**config.mk**
```make
export PLATFORM = sky130hd
export DESIGN_NAME = line_clear_engine_flat
export DESIGN_NICKNAME = d
export VERILOG_FILES = /design/src/rtl/tetris_pkg.sv /design/src/rtl/line_clear_engine_if.sv /design/src/rtl/line_buffer.sv /design/src/rtl/line_clear_engine.sv /design/src/flat_wrapper.sv
export SDC_FILE = /design/constraint.sdc
export NUM_CORES = 1
export LEC_CHECK = 0
export ABC_CLOCK_PERIOD_IN_PS = 2820
export BUFFER_PORTS_ARGS = -buffer_cell sky130_fd_sc_hd__buf_2
export CELL_PAD_IN_SITES_DETAIL_PLACEMENT = 1
export CELL_PAD_IN_SITES_GLOBAL_PLACEMENT = 2
export CORE_ASPECT_RATIO = 0.6
export CORE_MARGIN = 1.5
export CORE_UTILIZATION = 38
export CTS_BUF_LIST = sky130_fd_sc_hd__clkbuf_4
export CTS_CLUSTER_DIAMETER = 80
export DETAILED_ROUTE_END_ITERATION = 6
export GPL_TIMING_DRIVEN = 0
export PLACE_DENSITY = 0.93
export SKIP_LAST_GASP = 1
export SLEW_MARGIN = 20
export SYNTH_ARGS = -nofsm -noshare
export SYNTH_HDL_FRONTEND = slang
export SYNTH_SLANG_ARGS = --single-unit
```
**constraint.sdc**
```tcl
create_clock -name clk -period 2.82 [get_ports clk]
set_input_delay 0.423 -clock clk [delete_from_list [all_inputs] [get_ports clk]]
set_output_delay 0.423 -clock clk [all_outputs]
set_load 0.005 [all_outputs]
```
**src/rtl/tetris_pkg.sv**
```systemverilog
// rtl/tetris_pkg.sv - shared board constants, cell color type and line-clear states
package tetris_pkg;

  localparam int DEF_BOARD_COLS = 10;
  localparam int DEF_BOARD_ROWS = 20;

  typedef logic [2:0] color_t;
  localparam color_t COLOR_EMPTY = 3'd0;

  typedef enum logic [2:0] {
    LC_IDLE,
    LC_READ,
    LC_READ_LAST,
    LC_EVAL,
    LC_COPY,
    LC_FILL,
    LC_DONE
  } lc_state_t;

endpackage

```
**src/rtl/line_clear_engine_if.sv**
```systemverilog
// rtl/line_clear_engine_if.sv - start/status handshake and SRAM cell port of the line-clear engine
interface line_clear_engine_if;
  import tetris_pkg::*;

  logic       start;
  logic       busy;
  logic       done;
  logic [5:0] lines_cleared;
  logic [4:0] mem_x;
  logic [5:0] mem_y;
  logic       mem_re;
  logic       mem_we;
  color_t     mem_wdata;
  color_t     mem_rdata;

  // engine side
  modport slave (
    input  start, mem_rdata,
    output busy, done, lines_cleared, mem_x, mem_y, mem_re, mem_we, mem_wdata
  );

  // controller / SRAM side
  modport master (
    output start, mem_rdata,
    input  busy, done, lines_cleared, mem_x, mem_y, mem_re, mem_we, mem_wdata
  );

endinterface

```
**src/rtl/line_buffer.sv**
```systemverilog
// rtl/line_buffer.sv - one-row cell register file with full-row detect
module line_buffer
  import tetris_pkg::*;
#(
  parameter int N = DEF_BOARD_COLS
) (
  input  logic       clk,
  input  logic       i_we,
  input  logic [4:0] i_widx,
  input  color_t     i_wdata,
  input  logic [4:0] i_ridx,
  output color_t     o_rdata,
  output logic       o_all_nonzero
);

  color_t r_slot [N];

  // load only the addressed slot
  always_ff @(posedge clk) begin
    for (int i = 0; i < N; i++) begin
      if (i_we && (i_widx == 5'(i))) r_slot[i] <= i_wdata;
    end
  end

  // combinational read; an index past the row reads as empty
  always_comb begin
    o_rdata = COLOR_EMPTY;
    for (int i = 0; i < N; i++) begin
      if (i_ridx == 5'(i)) o_rdata = r_slot[i];
    end
  end

  // a row is full when no slot holds the empty color
  always_comb begin
    o_all_nonzero = 1'b1;
    for (int i = 0; i < N; i++) begin
      if (r_slot[i] == COLOR_EMPTY) o_all_nonzero = 1'b0;
    end
  end

endmodule

```
**src/rtl/line_clear_engine.sv**
```systemverilog
// rtl/line_clear_engine.sv - bottom-up full-row removal and board compaction over the SRAM cell port
module line_clear_engine
  import tetris_pkg::*;
#(
  parameter int BOARD_COLS = DEF_BOARD_COLS,
  parameter int BOARD_ROWS = DEF_BOARD_ROWS
) (
  input logic                clk,
  input logic                reset,
  line_clear_engine_if.slave bus
);

  localparam logic [4:0] LAST_COL  = 5'(BOARD_COLS - 1);
  localparam logic [5:0] TOP_ROW   = 6'(BOARD_ROWS - 1);
  localparam logic [5:0] MAX_COUNT = 6'(BOARD_ROWS);

  lc_state_t  r_state;
  logic [4:0] r_col;
  logic [5:0] r_src;
  logic [5:0] r_dst;
  logic       r_dst_valid;
  logic [5:0] r_count;
  logic [5:0] r_lines;
  logic       r_busy;
  logic       r_done;
  logic       r_mem_re;
  logic       r_mem_we;
  logic [4:0] r_mem_x;
  logic [5:0] r_mem_y;
  color_t     r_mem_wdata;

  logic       w_buf_we;
  logic [4:0] w_buf_widx;
  logic [4:0] w_buf_ridx;
  color_t     w_buf_rdata;
  logic       w_full;
  logic [5:0] w_count_inc;

  // read data trails mem_re by one cycle, so each READ cycle stores the previous column
  always_comb begin
    w_buf_we   = 1'b0;
    w_buf_widx = r_col - 5'd1;
    if (r_state == LC_READ && r_col != 5'd0) w_buf_we = 1'b1;
    if (r_state == LC_READ_LAST) begin
      w_buf_we   = 1'b1;
      w_buf_widx = LAST_COL;
    end
  end

  // look one column ahead so the registered write data lines up with mem_x
  assign w_buf_ridx  = (r_state == LC_EVAL) ? 5'd0 : r_col + 5'd1;
  assign w_count_inc = (r_count != MAX_COUNT) ? r_count + 6'd1 : r_count;

  line_buffer #(.N(BOARD_COLS)) u_line_buffer (
    .clk           (clk),
    .i_we          (w_buf_we),
    .i_widx        (w_buf_widx),
    .i_wdata       (bus.mem_rdata),
    .i_ridx        (w_buf_ridx),
    .o_rdata       (w_buf_rdata),
    .o_all_nonzero (w_full)
  );

  // sequencer: row pointers, clear counter and every registered port output
  always_ff @(posedge clk) begin
    if (reset) begin
      r_state     <= LC_IDLE;
      r_col       <= 5'd0;
      r_src       <= 6'd0;
      r_dst       <= 6'd0;
      r_dst_valid <= 1'b0;
      r_count     <= 6'd0;
      r_lines     <= 6'd0;
      r_busy      <= 1'b0;
      r_done      <= 1'b0;
      r_mem_re    <= 1'b0;
      r_mem_we    <= 1'b0;
      r_mem_x     <= 5'd0;
      r_mem_y     <= 6'd0;
      r_mem_wdata <= COLOR_EMPTY;
    end else begin
      r_done <= 1'b0;
      case (r_state)
        LC_IDLE: begin
          if (bus.start) begin
            r_src       <= TOP_ROW;
            r_dst       <= TOP_ROW;
            r_dst_valid <= 1'b1;
            r_col       <= 5'd0;
            r_count     <= 6'd0;
            r_lines     <= 6'd0;
            r_busy      <= 1'b1;
            r_mem_re    <= 1'b1;
            r_mem_we    <= 1'b0;
            r_mem_x     <= 5'd0;
            r_mem_y     <= TOP_ROW;
            r_state     <= LC_READ;
          end
        end
        LC_READ: begin
          if (r_col == LAST_COL) begin
            r_mem_re <= 1'b0;
            r_state  <= LC_READ_LAST;
          end else begin
            r_col   <= r_col + 5'd1;
            r_mem_x <= r_col + 5'd1;
          end
        end
        LC_READ_LAST: begin
          r_state <= LC_EVAL;
        end
        LC_EVAL: begin
          r_col   <= 5'd0;
          r_mem_x <= 5'd0;
          if (w_full) begin
            r_count <= w_count_inc;
            if (r_src != 6'd0) begin
              r_src    <= r_src - 6'd1;
              r_mem_y  <= r_src - 6'd1;
              r_mem_re <= 1'b1;
              r_state  <= LC_READ;
            end else if (r_dst_valid) begin
              r_mem_y     <= r_dst;
              r_mem_we    <= 1'b1;
              r_mem_wdata <= COLOR_EMPTY;
              r_state     <= LC_FILL;
            end else begin
              r_done  <= 1'b1;
              r_lines <= w_count_inc;
              r_state <= LC_DONE;
            end
          end else if (r_dst != r_src) begin
            r_mem_y     <= r_dst;
            r_mem_we    <= 1'b1;
            r_mem_wdata <= w_buf_rdata;
            r_state     <= LC_COPY;
          end else if (r_src != 6'd0) begin
            r_src    <= r_src - 6'd1;
            r_dst    <= r_dst - 6'd1;
            r_mem_y  <= r_src - 6'd1;
            r_mem_re <= 1'b1;
            r_state  <= LC_READ;
          end else begin
            // row 0 kept in place: nothing left above to zero
            r_dst_valid <= 1'b0;
            r_done      <= 1'b1;
            r_lines     <= r_count;
            r_state     <= LC_DONE;
          end
        end
        LC_COPY: begin
          if (r_col == LAST_COL) begin
            r_col   <= 5'd0;
            r_mem_x <= 5'd0;
            if (r_src != 6'd0) begin
              r_src    <= r_src - 6'd1;
              r_dst    <= r_dst - 6'd1;
              r_mem_y  <= r_src - 6'd1;
              r_mem_we <= 1'b0;
              r_mem_re <= 1'b1;
              r_state  <= LC_READ;
            end else if (r_dst != 6'd0) begin
              r_dst       <= r_dst - 6'd1;
              r_mem_y     <= r_dst - 6'd1;
              r_mem_wdata <= COLOR_EMPTY;
              r_state     <= LC_FILL;
            end else begin
              r_mem_we    <= 1'b0;
              r_dst_valid <= 1'b0;
              r_done      <= 1'b1;
              r_lines     <= r_count;
              r_state     <= LC_DONE;
            end
          end else begin
            r_col       <= r_col + 5'd1;
            r_mem_x     <= r_col + 5'd1;
            r_mem_wdata <= w_buf_rdata;
          end
        end
        LC_FILL: begin
          if (r_col == LAST_COL) begin
            r_col   <= 5'd0;
            r_mem_x <= 5'd0;
            if (r_dst != 6'd0) begin
              r_dst   <= r_dst - 6'd1;
              r_mem_y <= r_dst - 6'd1;
            end else begin
              r_mem_we    <= 1'b0;
              r_dst_valid <= 1'b0;
              r_done      <= 1'b1;
              r_lines     <= r_count;
              r_state     <= LC_DONE;
            end
          end else begin
            r_col   <= r_col + 5'd1;
            r_mem_x <= r_col + 5'd1;
          end
        end
        LC_DONE: begin
          r_busy  <= 1'b0;
          r_state <= LC_IDLE;
        end
        default: begin
          r_busy   <= 1'b0;
          r_mem_re <= 1'b0;
          r_mem_we <= 1'b0;
          r_state  <= LC_IDLE;
        end
      endcase
    end
  end

  assign bus.busy          = r_busy;
  assign bus.done          = r_done;
  assign bus.lines_cleared = r_lines;
  assign bus.mem_x         = r_mem_x;
  assign bus.mem_y         = r_mem_y;
  assign bus.mem_re        = r_mem_re;
  assign bus.mem_we        = r_mem_we;
  assign bus.mem_wdata     = r_mem_wdata;

endmodule

```
**src/flat_wrapper.sv**
```systemverilog
// flat-port wrapper written by rule: the top's interface ports become plain ports
module line_clear_engine_flat import tetris_pkg::*;
#(
  parameter int BOARD_COLS = DEF_BOARD_COLS,
  parameter int BOARD_ROWS = DEF_BOARD_ROWS
)
  (clk, reset, bus_start, bus_mem_rdata, bus_busy, bus_done, bus_lines_cleared, bus_mem_x, bus_mem_y, bus_mem_re, bus_mem_we, bus_mem_wdata);
  line_clear_engine_if bus_i ();
  input logic clk;
  input logic reset;
  input wire logic [$bits(bus_i.start)-1:0] bus_start;
  input wire logic [$bits(bus_i.mem_rdata)-1:0] bus_mem_rdata;
  output wire logic [$bits(bus_i.busy)-1:0] bus_busy;
  output wire logic [$bits(bus_i.done)-1:0] bus_done;
  output wire logic [$bits(bus_i.lines_cleared)-1:0] bus_lines_cleared;
  output wire logic [$bits(bus_i.mem_x)-1:0] bus_mem_x;
  output wire logic [$bits(bus_i.mem_y)-1:0] bus_mem_y;
  output wire logic [$bits(bus_i.mem_re)-1:0] bus_mem_re;
  output wire logic [$bits(bus_i.mem_we)-1:0] bus_mem_we;
  output wire logic [$bits(bus_i.mem_wdata)-1:0] bus_mem_wdata;
  assign bus_i.start = bus_start;
  assign bus_i.mem_rdata = bus_mem_rdata;
  assign bus_busy = bus_i.busy;
  assign bus_done = bus_i.done;
  assign bus_lines_cleared = bus_i.lines_cleared;
  assign bus_mem_x = bus_i.mem_x;
  assign bus_mem_y = bus_i.mem_y;
  assign bus_mem_re = bus_i.mem_re;
  assign bus_mem_we = bus_i.mem_we;
  assign bus_mem_wdata = bus_i.mem_wdata;
  line_clear_engine #(.BOARD_COLS(BOARD_COLS), .BOARD_ROWS(BOARD_ROWS)) u_core (.clk(clk), .reset(reset), .bus(bus_i));
endmodule
```
==> impl_metrics.ini, run 1 <==
[setup_path]
crit_fanout = 10
cp-end-kind = register
worstSetupPathType = reg -> reg
crit_family = compound AO/OA/AOI/OAI gates
crit_path_start_kind = register
path_buf_inv = 3
arrival_ps = 3050
slowest_stage = dfxtp_4
cp.required_ps = 3170
crit_chain = buf_4, inv_1, ha_1, clkbuf_2, o211ai_1, nor4_4, nor4bb_1, o2111ai_1, a32o_1
slowest_delay_ps = 430

[layout]
diodes = 0
area_growth_pct = 11.4
fin_nets = 624
drive_above_1_share_pct = 14.9

[pwr]
leakagePower_nw = 1.90
ir_drop_mv = 0.265
p_per_area_nw_per_um2 = 781

[placed_design]
portBuffers = 29
globalplace.congestion = 0.874
hpwl_mm = 12.8
preCtsSetupSlack_ps = -586

[logic_synthesis]
yosys.area.top_type = dfxtp_1
synth-edff-count = 30
netlist_top_cells_area = dfxtp_1 19%, edfxtp_1 19%, nor2_1 5.6%
synth_area_per_cell_um2 = 8.27
synth_area_um2 = 4730
syn_inst = 572
ys.flop_type = dfxtp_1
ys_seq_area_share_pct = 38.5
ys_ff_latch = 76
syn_nets = 585
yosysWarnings = 0
yosysUniqueCellTypes = 73
synthArstFlopShare_pct = 0
yosys.area.top_type_share_pct = 19.5

[clock_tree]
cts_tree = built
cts.sinks = 76
cts_hold_buf = 0
cts_inserted_buffers = 9
htree_levels = 3
clock_path_buffers = 2
clock_latency_ps = 460
cts.clk_slew.worst_paths_ps = 130
post_cts_buffers = 0
root_buffer = clkbuf_4

[global_routing]
grt_pass1_wl_mm = 25.7
antenna_found_initial = 0
grt_pass1_vias = 4534
overflow = 0
grtUsageTotal_pct = 25.8
grt_max_degree = 14

[detailed_routing]
top_layer = met4
wl_mm = 16.4
vias = 4726
routedWlPerCell_um = 21.0
dr.pass1.iters = 5
ant_nets = 0
met2_length_mm = 6.47
drt-met1-wl_mm = 8.45
drc = 0
wl_met3_mm = 1.33
via_per_inst = 6.05
drtIter0Drc = 384

[timing]
min_period_ps = 2700
finalCritPeriodShare_pct = 95.9
maxSlewHeadroom_pct = 42.7
grt_setup_unrepaired = no
worst_pin_slew_ps = 838
fin_worst_skew_ps = 34.0
layout_setup_ws_ps = 115
fmax_mhz = 370
drv_slew = 0
hold_viol = 0
setup_viol = 0
holdWs_ps = 311

[floorplan]
core_um2 = 12100
die_area_um2 = 13100
initial_core_util_pct = 39.1
fp.dieW_um = 147
ioPinCount = 30
die_h_um = 89.4
rows = 31

[worst_hold_path]
hold_path.class = in -> reg

[run]
cap_violations = 0

[status]
outcome = finished clean
-- worst register-to-register path, stage by stage, from the launching register on --
cell and delay, ps:
dfxtp_4 430, buf_4 230, inv_1 110, ha_1 330, clkbuf_2 220, o211ai_1 320, nor4_4 90, nor4bb_1 370
o2111ai_1 220, a32o_1 280
-- cell usage after synthesis, types with 11 or more instances --
cell type	count
edfxtp_1	30
a211oi_1	11
inv_1	18
nand2_1	49
nor2_1	71
o21ai_0	30
buf_2	15
dfxtp_1	46
nand3_1	26
a21oi_1	37
clkbuf_1	16
nor3_1	34
-- placed cells by master (no fill, tap or decap), types with 5 or more instances in the layout --
cell type  synthesis  layout
nand3b_1           8       8
a211oi_1          11      11
edfxtp_1          30      30
o2111ai_1          5       5
nor2_1            71      71
o211ai_1          10      10
and3_1             7       7
nand2_1           49      49
a311oi_1           7       7
a21oi_1           37      36
ha_1               7       7
and2_1             6       6
a31oi_1            7       7
clkbuf_4           0      12
clkbuf_1          16      13
nor3b_1            5       5
xor2_1            10      10
o21ai_0           30      30
dfxtp_1           46      45
buf_2             15      44
nor2b_1            7       7
nor3_1            34      34
inv_1             18      18
o22ai_1            7       7
a21o_1             7       7
xnor2_1            7       7
nand3_1           26      26
-- what timing repair did --
| item | CTS | global route |
|---|---|---|
| resized for setup | 6 | 9 |
| pin swaps | 0 | 1 |
| setup endpoints to repair | 33 | 34 |
-- logic make-up after synthesis --
family / synth area share (%)
buffers and inverters: 5.02
flip-flops: 38.5
multiplexers: 1.11
AO/OA/AOI/OAI: 23.9
XOR/XNOR: 3.15
adder cells (fa/ha/maj): 1.85
AND/OR/NAND/NOR: 26.4
-- power by group --
| group | total (mW) | switching [mW] | internal [mW] | leakage, nW |
|---|---|---|---|---|
| sequential | 1.38 | 0.125 | 1.26 | 0.646 |
| clock | 0.686 | 0.400 | 0.286 | 0.0721 |
| combinational | 2.05 | 1.35 | 0.698 | 1.18 |
| total | 4.12 | 1.87 | 2.24 | 1.90 |
-- flip-flops by register name (all words and copies together), names as in the netlist --
signal	count
u_core.r_col	5
u_core.u_line_buffer.r_slot	30
u_core.r_src	6
u_core.bus.mem_we	1
u_core.bus.mem_re	1
u_core.bus.busy	1
u_core.r_dst	6
u_core.bus.done	1
u_core.bus.lines_cleared	6
u_core.r_state	3
u_core.r_count	6
u_core.bus.mem_y	6
u_core.r_dst_valid	1
u_core.bus.mem_wdata	3
-- metrics by stage --
step           TNS [ps]  cell area [um^2]  util [%]  instances  power (mW)
5_1_grt               0              5270      43.5        781        4.38
6_report              0              5270      43.5        781        4.12
2_1_floorplan         0              4730         -        572        2.74
3_5_place_dp      -6590              5080      42.0        766        3.35
4_1_cts               0              5240      43.3        782        4.06
3_3_place_gp      -3630              5080      42.0        766        3.27
-- final cells by class --
cell class | instances | area, um^2
clock inverters | 5 | 53.8
flip-flops and latches | 76 | 1830
repair buffers | 29 | 145
well taps | 165 | 206
multi-input cells | 440 | 2710
plain buffers | 37 | 176
clock buffers | 11 | 82.6
inverters | 18 | 67.6
fillers | 1501 | 6830
-- final timing paths --
path                                        to  cells past startpoint  slack (ps)               startpoint
max                    u_core.bus.mem_wdata[0]                      9         120          u_core.r_col[0]
max reg2reg            u_core.bus.mem_wdata[0]                      9         120          u_core.r_col[0]
min reg2reg            u_core.bus.mem_wdata[1]                      1         480  u_core.bus.mem_wdata[1]
min          u_core.u_line_buffer.r_slot[2][2]                      1         310         bus_mem_rdata[2]
-- metal layers --
metal	vias to the layer above	track usage [%]
met3	15	6.33
met1	2325	39.3
met4	0	5.73
li1	2208	-
met5	-	0
met2	178	36.3
(Power assumes the default switching activity.)
==> run 2, diff against run 1 <==
ABC_AREA = 1   (was default)
CORE_UTILIZATION = 36   (was 38)
PLACE_DENSITY = 0.95   (was 0.93)
==> impl_metrics.ini, run 2 <==
[clock_tree]
cts_tree = built
clock_latency_ps = 460
cts.clk_slew.worst_paths_ps = 140
cts_inserted_buffers = 9
clock_path_buffers = 2
cts_hold_buf = 0
htree_levels = 3
root_buffer = clkbuf_4
cts.sinks = 76

[placed_design]
preCtsSetupSlack_ps = -80.2
hpwl_mm = 12.1
globalplace.congestion = 0.875
portBuffers = 29
dpl-instance-area_um2 = 4900

[detailed_routing]
routedWlPerCell_um = 17.6
ant_nets = 0
vias = 4670
drc = 0
wl_mm = 15.3
via_per_inst = 5.38
dr.pass1.iters = 5
drtIter0Drc = 329

[layout]
multi_input_area_um2 = 2320
fin_nets = 710
drive_above_1_share_pct = 12.0
fin_area_um2 = 5080
largest_reg_flops = 30
area_growth_pct = 11.5
layout_commonest_cell = nand2_1
mostFrequentLayoutCells = 165 x nand2_1, 82 x inv_1, 73 x nor2_1
fillers = 1609
regMostFlops = u_core.u_line_buffer.r_slot
seqCellArea_um2 = 1820
utilization_pct = 41.7

[pwr]
p_total_mw = 4.43
ir_drop_mv = 0.273
p_sw_share_pct = 47.2
power.switching_mw = 2.09
leakagePower_nw = 2.22
p_comb_share_pct = 49.8
clkPwrFrac_pct = 17.6
p_per_area_nw_per_um2 = 872
seqPwrFrac_pct = 32.6
power.internal_mw = 2.34

[setup_path]
worstSetupPathType = reg -> reg
r2r_cells = 13
arrival_ps = 3000
crit_chain = clkinv_2, ha_1, inv_1, nand3_1, nor2_2, and3_1, buf_2, a21oi_1, nand3_1, nand2_1, nand4_1, nand2_1, a21oi_1
cp-end-kind = register
slowest_stage = dfxtp_2
cp.required_ps = 3190
crit_fanout = 10
slowest_delay_ps = 480
crit_path_start_kind = register

[logic_synthesis]
synthTopCellsByCount = 165 x nand2_1, 82 x inv_1, 74 x nor2_1
syn_nets = 670
synth-edff-count = 30
yosys.area.top_type_share_pct = 20.2
netlist_top_cells_area = dfxtp_1 20%, edfxtp_1 20%, nand2_1 14%
synth_area_um2 = 4550
ys_seq_area_share_pct = 40.0
ys.flop_type = dfxtp_1
syn_inst = 657
yosys.area.top_type = dfxtp_1
synth_area_per_cell_um2 = 6.93
synthArstFlopShare_pct = 0
yosysWarnings = 0
synthMostInstantiatedCell = nand2_1
ys_ff_latch = 76
yosysUniqueCellTypes = 42

[run]
cap_violations = 0

[timing]
drv_slew = 0
finalCritPeriodShare_pct = 93.1
min_period_ps = 2630
layout_setup_ws_ps = 194
setup_viol = 0
maxSlewHeadroom_pct = 47.5
grt_setup_unrepaired = no
tns_ps = 0
worst_pin_slew_ps = 787
hold_viol = 0
fmax_mhz = 381
fin_worst_skew_ps = 28.3

[floorplan]
initial_core_util_pct = 37.4
die_area_um2 = 13300
rows = 31
ioPinCount = 30
core_um2 = 12200
fp.dieW_um = 148
die_h_um = 90.1

[global_routing]
overflow = 0
grt_pass1_wl_mm = 24.7
busiest_layer = met1
grt_max_degree = 14
grt_pass1_vias = 4534
antenna_found_initial = 1
use_met3_pct = 5.79
grt_use_met1_pct = 37.1
use_met2_pct = 32.7
grtUsageTotal_pct = 24.0

[worst_hold_path]
hold_path.class = in -> reg
min_path_cells = 1

[status]
outcome = finished clean
==> run 2: cell count changes after synthesis, sizes merged, moves of 9 or more <==
cell    delta
nand3     +25
inv       +67
a21oi     +11
nor3      -17
nand3b     -9
nand4     +18
clkbuf    -12
buf        -9
nand2    +119
nor2       +9
a211oi    -10
==> run 2: worst paths after layout <==
| path | startpoint | end | slack, ps |
|---|---|---|---|
| setup reg to reg | u_core.r_col[0] | u_core.bus.mem_wdata[0] | 190 |
| hold reg to reg | u_core.bus.lines_cleared[0] | u_core.bus.lines_cleared[0] | 460 |
| setup / recovery | u_core.r_col[0] | u_core.bus.mem_wdata[0] | 190 |
| hold / removal | bus_mem_rdata[1] | u_core.u_line_buffer.r_slot[9][1] | 330 |
==> run 2: kinds of logic after synthesis <==
group | count (synthesis) | synth area share (%)
buffers and inverters | 105 | 9.13
adder cells (fa/ha/maj) | 7 | 1.92
AO/OA/AOI/OAI | 106 | 13.0
XOR/XNOR | 12 | 2.31
flip-flops | 76 | 40.0
AND/OR/NAND/NOR | 351 | 33.6
==> run 2: cell type report <==
cell class / count / share of cell area (%)
tap: 165 / 4.07
antenna: 1 / 0.0493
sequential: 76 / 35.9
clock buffer: 10 / 1.48
timing repair buffer: 29 / 2.86
clock inverter: 6 / 1.72
inverter: 88 / 6.60
buffer: 17 / 1.68
multi-input combinational: 476 / 45.6
==> run 2: per-layer routing <==
| layer | wire length (um) | up-vias | part of all wire [%] |
|---|---|---|---|
| li1 | - | 2246 | - |
| met3 | 1180 | 16 | 7.7 |
| met4 | 199 | 0 | 1.3 |
| met5 | 0 | - | 0 |
| met1 | 7990 | 2264 | 52 |
| met2 | 5920 | 144 | 39 |
==> run 2: timing repair <==
action,CTS,global route
setup buffers,0,0
gates resized for setup,2,2
pin swaps,0,0
hold endpoints to repair,0,0
setup endpoints to repair,3,4
==> run 2: power by group through the flow <==
stage | Sequential (mW) | Combinational [mW] | Clock, mW
detailed placement | 1.46 | 2.14 | 0
finish | 1.44 | 2.20 | 0.779
global placement | 1.45 | 2.07 | 0
global route | 1.47 | 2.45 | 0.832
CTS | 1.44 | 2.16 | 0.800
floorplan | 1.43 | 1.48 | 0
==> run 2: worst max-delay path, delay by kind of cell (launching register included) <==
kind | cells | cell delay, ps
flops | 1 | 480
compound gates | 2 | 170
simple gates | 7 | 1010
buf+inv | 3 | 500
fa+ha+maj | 1 | 400
==> run 2: through the flow <==
step           std cells  hold slack [ps]
3_5_place_dp         851              439
2_1_floorplan        657              440
6_report             868              326
3_3_place_gp         851              431
5_1_grt              868              319
4_1_cts              867              302
==> run 3, diff against run 2 <==
ABC_CLOCK_PERIOD_IN_PS = 3050   (was 2820)
CORE_UTILIZATION = 38   (was 36)
clock period = 3.05 ns   (was 2.82 ns; I/O delays follow)
==> impl_metrics.ini, run 3 (synthesis results as in run 2) <==
[timing]
layout_setup_ws_ps = 311
finalCritPeriodShare_pct = 89.8
maxSlewHeadroom_pct = 48.5
tns_ps = 0
min_period_ps = 2740
setup_viol = 0
holdWs_ps = 328
hold_viol = 0
grt_setup_unrepaired = no
fmax_mhz = 365
drv_slew = 0
fin_worst_skew_ps = 21.8
worst_pin_slew_ps = 773

[placed_design]
globalplace.congestion = 0.952
portBuffers = 29
preCtsSetupSlack_ps = 152
place_inst = 846
hpwl_mm = 12.0

[detailed_routing]
routedWlPerCell_um = 18.0
via_per_inst = 5.44
ant_nets = 0
drtIter0Drc = 351
dr.pass1.iters = 5
wl_mm = 15.5
drc = 0
vias = 4687

[setup_path]
cp.required_ps = 3400
crit_path_start_kind = register
cp-end-kind = register
r2r-end = u_core.r_dst[5]
arrival_ps = 3090
rr_startpoint = u_core.r_dst[0]
r2r_cells = 12
worstSetupPathType = reg -> reg
crit_fanout = 10
reg2reg_slack_ps = 310

[clock_tree]
clock_latency_ps = 480
root_buffer = clkbuf_4
cts.clk_slew.worst_paths_ps = 140
cts_hold_buf = 0
cts_tree = built
cts.sinks = 76
cts_resized = 0
cts_inserted_buffers = 9
clock_path_buffers = 2
post_cts_buffers = 0
htree_levels = 3

[layout]
fin_nets = 710
fillers = 1542
area_growth_pct = 10.7
mostFrequentLayoutCells = 165 x nand2_1, 82 x inv_1, 74 x nor2_1
layout_commonest_cell = nand2_1
largest_reg_flops = 30
final_cell_count_no_fill = 862
drive_above_1_share_pct = 11.5
multi_input_area_um2 = 2310
diodes = 0
seqCellArea_um2 = 1820
regMostFlops = u_core.u_line_buffer.r_slot

[pwr]
clkPwrFrac_pct = 16.2
leakagePower_nw = 2.20
seqPwrFrac_pct = 33.0
ir_drop_mv = 0.250
p_sw_share_pct = 48.7
power.switching_mw = 1.98
p_comb_share_pct = 50.9
power.internal_mw = 2.08
p_per_area_nw_per_um2 = 805

[floorplan]
ioPinCount = 30
die_h_um = 87.8
core_um2 = 11500
rows = 30
fp.dieW_um = 144
initial_core_util_pct = 39.6
die_area_um2 = 12700

[run]
cap_violations = 0

[worst_hold_path]
holdPathEnd = u_core.bus.busy
hold_path.class = in -> reg
min_path_cells = 3
min_from = bus_start

[global_routing]
overflow = 0
antenna_found_initial = 0
grt_max_degree = 14
grt_pass1_wl_mm = 24.9
grtUsageTotal_pct = 26.3
grt_pass1_vias = 4576

[status]
outcome = finished clean
## run 3: changes by cell type in the layout (fill, tap and decap cells not counted), sizes merged
cell / change
bufinv: -1
clkbuf: +1
diode: -1
## run 3: critical path, cell delays in order, from the launching register on
cell	delay, ps
dfxtp_1	420
inv_1	200
ha_1	230
nand2_1	120
nor3_4	300
inv_1	100
buf_2	210
nand2_1	120
inv_1	60
nor3_1	580
nor2_2	120
nand2_1	100
a21oi_1	60
## run 3: cell type report
class / count / area share, %
sequential: 76 / 36.2
clock buffer: 11 / 1.64
inverter: 88 / 6.63
timing repair buffer: 29 / 2.88
buffer: 17 / 1.69
multi-input combinational: 476 / 46.0
tap: 160 / 3.97
clock inverter: 5 / 1.04
## run 3: how the worst max path moves through the flow
stage	slack, ps	endpoint	cells after the start	start
detailed placement	150	u_core.bus.mem_wdata[1]	13	u_core.r_col[0]
finish	310	u_core.r_dst[5]	12	u_core.r_dst[0]
global placement	350	u_core.bus.mem_wdata[1]	13	u_core.r_col[0]
global route	110	u_core.bus.mem_wdata[1]	13	u_core.r_col[0]
CTS	80	u_core.bus.mem_wdata[1]	13	u_core.r_col[0]
floorplan	870	u_core.bus.mem_wdata[2]	13	u_core.r_col[0]
## run 3: routing by layer
layer  global-route usage [%]  part of all wire [%]
met1                     39.5                    51
met2                     37.1                    39
met3                     7.76                   9.1
met4                     4.68                  0.89
met5                        0                     0
## run 3: power groups by stage
stage          Clock, mW  Sequential [mW]  Combinational [mW]
2_1_floorplan          0             1.32                1.36
3_3_place_gp           0             1.34                1.92
3_5_place_dp           0             1.35                1.99
4_1_cts            0.665             1.33                2.01
5_1_grt            0.695             1.35                2.28
6_report           0.656             1.34                2.06
## run 3: per-stage QoR
stage	utilization, %	instance area (um^2)	power, mW
global route	43.9	5040	4.33
global placement	42.6	4900	3.26
CTS	43.8	5030	4.00
floorplan	-	4550	2.69
finish	43.9	5040	4.06
detailed placement	42.6	4900	3.35
